## src/rtl/mc_ctrl_fsm.sv

```systemverilog
// rtl/mc_ctrl_fsm.sv - multi-cycle MIPS main controller FSM
module mc_ctrl_fsm #(
    parameter int STATE_W = 4,
    parameter int CNT_W   = 32
) (
    input  logic               clk,
    input  logic               rst_n,
    input  logic [5:0]         opcode,
    input  logic [5:0]         funct,
    input  logic               zero,
    output logic               pc_en,
    output logic               i_or_d,
    output logic               mem_read,
    output logic               mem_write,
    output logic               ir_write,
    output logic               reg_write,
    output logic [1:0]         reg_dst,
    output logic [1:0]         mem_to_reg,
    output logic               alu_src_a,
    output logic [1:0]         alu_src_b,
    output logic [1:0]         alu_op,
    output logic [1:0]         pc_src,
    output logic [STATE_W-1:0] state_o,
    output logic [CNT_W-1:0]   instr_cnt,
    output logic               illegal_op
);

    typedef enum logic [STATE_W-1:0] {
        S_FETCH, S_DECODE, S_MEM_ADR, S_MEM_RD, S_LW_WB, S_MEM_WR, S_R_EXE,
        S_R_WB, S_BEQ, S_JUMP, S_JAL, S_JR, S_I_EXE, S_I_WB
    } state_t;

    typedef struct packed {
        logic       pc_write;
        logic       pc_write_cond;
        logic       i_or_d;
        logic       mem_read;
        logic       mem_write;
        logic       ir_write;
        logic       reg_write;
        logic [1:0] reg_dst;
        logic [1:0] mem_to_reg;
        logic       alu_src_a;
        logic [1:0] alu_src_b;
        logic [1:0] alu_op;
        logic [1:0] pc_src;
    } ctrl_t;

    localparam logic [5:0] OP_R    = 6'b000000;
    localparam logic [5:0] OP_LW   = 6'b100011;
    localparam logic [5:0] OP_SW   = 6'b101011;
    localparam logic [5:0] OP_BEQ  = 6'b000100;
    localparam logic [5:0] OP_J    = 6'b000010;
    localparam logic [5:0] OP_JAL  = 6'b000011;
    localparam logic [5:0] OP_ADDI = 6'b001000;
    localparam logic [5:0] OP_SLTI = 6'b001010;
    localparam logic [5:0] FN_JR   = 6'b001000;

    function automatic state_t next_of(input state_t s, input logic [5:0] op, input logic [5:0] fn);
        state_t n;
        n = S_FETCH;
        case (s)
            S_FETCH:   n = S_DECODE;
            S_DECODE: begin
                case (op)
                    OP_LW, OP_SW:     n = S_MEM_ADR;
                    OP_R:             n = (fn == FN_JR) ? S_JR : S_R_EXE;
                    OP_BEQ:           n = S_BEQ;
                    OP_J:             n = S_JUMP;
                    OP_JAL:           n = S_JAL;
                    OP_ADDI, OP_SLTI: n = S_I_EXE;
                    default:          n = S_FETCH;
                endcase
            end
            S_MEM_ADR: n = (op == OP_LW) ? S_MEM_RD : S_MEM_WR;
            S_MEM_RD:  n = S_LW_WB;
            S_R_EXE:   n = S_R_WB;
            S_I_EXE:   n = S_I_WB;
            default:   n = S_FETCH;
        endcase
        return n;
    endfunction

    function automatic ctrl_t decode(input state_t s, input logic [5:0] op);
        ctrl_t c;
        c = '0;
        case (s)
            S_FETCH: begin
                c.mem_read = 1'b1; c.ir_write = 1'b1; c.pc_write = 1'b1;
                c.alu_src_b = 2'b01;
            end
            S_DECODE:  c.alu_src_b = 2'b11;
            S_MEM_ADR: begin c.alu_src_a = 1'b1; c.alu_src_b = 2'b10; end
            S_MEM_RD:  begin c.mem_read = 1'b1; c.i_or_d = 1'b1; end
            S_LW_WB:   begin c.reg_write = 1'b1; c.mem_to_reg = 2'b01; end
            S_MEM_WR:  begin c.mem_write = 1'b1; c.i_or_d = 1'b1; end
            S_R_EXE:   begin c.alu_src_a = 1'b1; c.alu_op = 2'b10; end
            S_R_WB:    begin c.reg_write = 1'b1; c.reg_dst = 2'b01; end
            S_BEQ: begin
                c.alu_src_a = 1'b1; c.alu_op = 2'b01;
                c.pc_write_cond = 1'b1; c.pc_src = 2'b01;
            end
            S_JUMP:    begin c.pc_write = 1'b1; c.pc_src = 2'b10; end
            S_JAL: begin
                c.pc_write = 1'b1; c.pc_src = 2'b10; c.reg_write = 1'b1;
                c.reg_dst = 2'b10; c.mem_to_reg = 2'b10;
            end
            S_JR:      begin c.pc_write = 1'b1; c.pc_src = 2'b11; end
            S_I_EXE: begin
                c.alu_src_a = 1'b1; c.alu_src_b = 2'b10;
                c.alu_op = (op == OP_SLTI) ? 2'b11 : 2'b00;
            end
            S_I_WB:    c.reg_write = 1'b1;
            default:   c = '0;
        endcase
        return c;
    endfunction

    state_t state;
    state_t nxt;
    ctrl_t  ctrl_q;
    ctrl_t  ctrl;

    assign nxt = next_of(state, opcode, funct);

    // Outputs are registered from the next state; the reset value already
    // holds FETCH's decode so the first edge after release performs the fetch.
    always_ff @(posedge clk or negedge rst_n) begin
        if (!rst_n) begin
            state      <= S_FETCH;
            ctrl_q     <= decode(S_FETCH, 6'b000000);
            instr_cnt  <= '0;
            illegal_op <= 1'b0;
        end else begin
            state  <= nxt;
            ctrl_q <= decode(nxt, opcode);
            if (state == S_FETCH)
                instr_cnt <= instr_cnt + CNT_W'(1);
            if (state == S_DECODE && nxt == S_FETCH)
                illegal_op <= 1'b1;
        end
    end

    // Gating by rst_n keeps every strobe low for the whole reset pulse.
    assign ctrl       = rst_n ? ctrl_q : '0;
    assign pc_en      = ctrl.pc_write | (ctrl.pc_write_cond & zero);
    assign i_or_d     = ctrl.i_or_d;
    assign mem_read   = ctrl.mem_read;
    assign mem_write  = ctrl.mem_write;
    assign ir_write   = ctrl.ir_write;
    assign reg_write  = ctrl.reg_write;
    assign reg_dst    = ctrl.reg_dst;
    assign mem_to_reg = ctrl.mem_to_reg;
    assign alu_src_a  = ctrl.alu_src_a;
    assign alu_src_b  = ctrl.alu_src_b;
    assign alu_op     = ctrl.alu_op;
    assign pc_src     = ctrl.pc_src;
    assign state_o    = state;

endmodule

```

## config.mk

```make
export PLATFORM = sky130hd
export DESIGN_NAME = mc_ctrl_fsm
export DESIGN_NICKNAME = d
export VERILOG_FILES = /design/src/rtl/mc_ctrl_fsm.sv
export SDC_FILE = /design/constraint.sdc
export NUM_CORES = 1
export LEC_CHECK = 0
export CORE_MARGIN = 5
export CORE_UTILIZATION = 44
export DETAILED_ROUTE_END_ITERATION = 8
export PLACE_DENSITY = 0.77
export SYNTH_ARGS = -nofsm -noshare
export SYNTH_HDL_FRONTEND = slang
export SYNTH_SLANG_ARGS = --single-unit
```

## constraint.sdc

```tcl
create_clock -name clk -period 2.3 [get_ports clk]
set_input_delay 0.23 -clock clk [delete_from_list [all_inputs] [get_ports clk]]
set_output_delay 0.23 -clock clk [all_outputs]
set_load 0.03 [all_outputs]
```

==> results.py <==
metrics = {
    "critical_path": {
        "reg2reg_depth": 5,
        "cp-start-kind": "register",
        "startpoint": "state_o[3]",
        "timing_worst_setup_path_type": "reg -> reg",
        "cp.arrival_ps": 2400,
        "path_max_fanout": 5,
        "r2r_slack_ps": 140,
        "reg2reg_from": "state_o[3]",
        "r2r_end": "ctrl_q[11]",
        "cp-end-kind": "register",
        "crit_end": "ctrl_q[11]",
        "cp.required_ps": 2540,
    },
    "layout": {
        "nNetsFinal": 351,
        "fillers": 468,
        "final_cell_mix": "clkdlybuf4s50_1, dfrtp_1, xnor2_1, buf_4, and2_1",
        "final_area_mm2": 0.00369,
        "utilization_pct": 62.8,
        "area_growth_pct": 39.0,
        "diodes": 0,
        "instances_no_fill": 411,
        "layout_commonest_cell": "clkdlybuf4s50_1",
        "drive_above_1_share_pct": 13.1,
    },
    "synthesis": {
        "synth_area_mm2": 0.00266,
        "avgSynthCellArea_um2": 10.8,
        "syn_inst": 246,
        "synth_fp_nets": 262,
        "ys_seq_elements": 55,
        "ys_types": 49,
        "synthFlopType": "dfrtp_1",
        "synth_seq_area_share_pct": 52.0,
        "synth_edf_count": 0,
        "async_flop_share_pct": 100,
        "yosysWarnings": 0,
    },
    "global_route": {
        "overflow": 0,
        "grt_pass1_vias": 2123,
        "track_usage_pct": 16.4,
        "antenna_found_initial": 0,
        "grt_pass1_wl_um": 9970,
        "grt_max_degree": 35,
    },
    "floorplanning": {
        "die_h_um": 87.7,
        "fp-row-count": 28,
        "dieWidth_um": 87.7,
        "dieArea_mm2": 0.00769,
        "fp.coreArea_mm2": 0.00589,
        "io_pins": 69,
        "start_util_pct": 45.2,
    },
    "cts": {
        "cts_setup_buffers": 0,
        "clk_pin_slew_ps": 100,
        "h-tree-depth": 2,
        "cts_tree": "built",
        "cts.path.max_buffers": 2,
        "ctsResizeCount": 0,
        "cts_hold_buf": 2,
        "clkLatencyLatePin_ps": 300,
        "cts_root_buffer": "clkbuf_8",
        "numCtsBuffers": 5,
        "cts.sinks": 55,
    },
    "drt": {
        "drc": 0,
        "viasPerCell": 5.27,
        "ant_nets": 0,
        "wirelength_um": 6030,
        "vias": 2166,
        "dr.pass1.iters": 4,
        "wl_per_cell_um": 14.7,
        "dr.first_iter.drc_count": 67,
    },
    "timing": {
        "worst_pin_slew_ps": 562,
        "fmax_mhz": 463,
        "setup_viol": 0,
        "fin_skew_ps": 8.90,
        "hold_violations": 0,
        "slew_viol_final": 0,
        "max_slew_margin_pct": 62.2,
        "setup_tns_ps": 0,
        "period_needed_ps": 2160,
        "fin_crit_sh_pct": 93.9,
        "rsz0062_at_grt": "no",
    },
    "power_and_ir_drop": {
        "powerDensity_mw_per_mm2": 734,
        "leakage_nw": 1.59,
        "ir_worst_vdd_v": 0.000599,
        "power_mw": 2.71,
    },
    "worst_hold_path": {
        "hold_class": "in -> async",
    },
    "status": {
        "status": "finished clean",
    },
    "flow_run": {
        "maxCapViolCount": 0,
    },
    "placement": {
        "gp_congestion": 0.915,
        "hpwl_um": 4550,
        "dp_cells": 401,
        "io_buffers": 68,
        "dpl_cell_area_mm2": 0.00355,
    },
}
==> metrics by stage <==
step	hold WS (ps)	worst slack [ps]
floorplan	-65.6	1.03
global placement	235	-31.1
detailed placement	237	-59.4
CTS	470	134
global route	489	45.7
finish	461	140
==> synth_stat cells (all sizes together) (5+ instances only) <==
master	number	share of area, %
nand2	16	2.3
xnor2	29	9.6
nand3	12	2.3
and3	13	3.1
a21oi	6	1.1
dfrtp	51	48
nor2	10	1.4
clkbuf	5	0.71
and2	19	4.5
nand4	10	2.4
nor4b	5	1.6
nor3	5	0.94
==> worst min path at each step <==
stage	startpoint	to	slack (ps)	depth (start not counted)
after floorplan	rst_n	ctrl_q[0]	-70	0
after global placement	rst_n	ctrl_q[9]	230	2
after detailed placement	rst_n	ctrl_q[13]	240	2
after CTS	rst_n	instr_cnt[16]	470	3
after global routing	rst_n	instr_cnt[23]	490	3
final	rst_n	instr_cnt[20]	460	3
==> state kept, by name, indices dropped and copies added, names as in the netlist <==
name / flops
illegal_op: 1
ctrl_q: 18
instr_cnt: 32
state_o: 4
==> layer usage <==
layer / GRT usage, % / share of wire (%) / vias up
li1: - / - / 1045
met1: 21.4 / 44 / 1057
met2: 27.9 / 49 / 57
met3: 3.20 / 5.8 / 7
met4: 4.74 / 1.2 / 0
met5: 0 / 0 / -
==> cell type report <==
type / count / area (um^2) / area share (%)
flip-flops and latches: 55 / 1380 / 37.4
multi-input cells: 178 / 1220 / 32.9
repair buffers: 91 / 876 / 23.7
well taps: 75 / 93.8 / 2.54
clock buffers: 6 / 72.6 / 1.96
clock inverters: 2 / 38.8 / 1.05
inverters: 4 / 15.0 / 0.406
==> critical path: stages, from the launching register on <==
cell and delay, ps:
dfrtp_2 410, or3b_1 380, or4_4 520, nand4bb_4 280, a211oi_2 300, a311o_2 210
==> where the power goes <==
part | switching [mW] | internal [mW]
sequential | 0.0782 | 1.10
combinational | 0.492 | 0.400
clock | 0.312 | 0.329
total | 0.882 | 1.83
==> logic make-up after synthesis <==
family,after synthesis,synth area share [%]
flops,55,52.0
simple gates,121,28.0
compound gates,24,6.78
xor+xnor,32,10.5
buf+inv,13,2.26
fa+ha+maj,1,0.471
(Power assumes the default switching activity.)
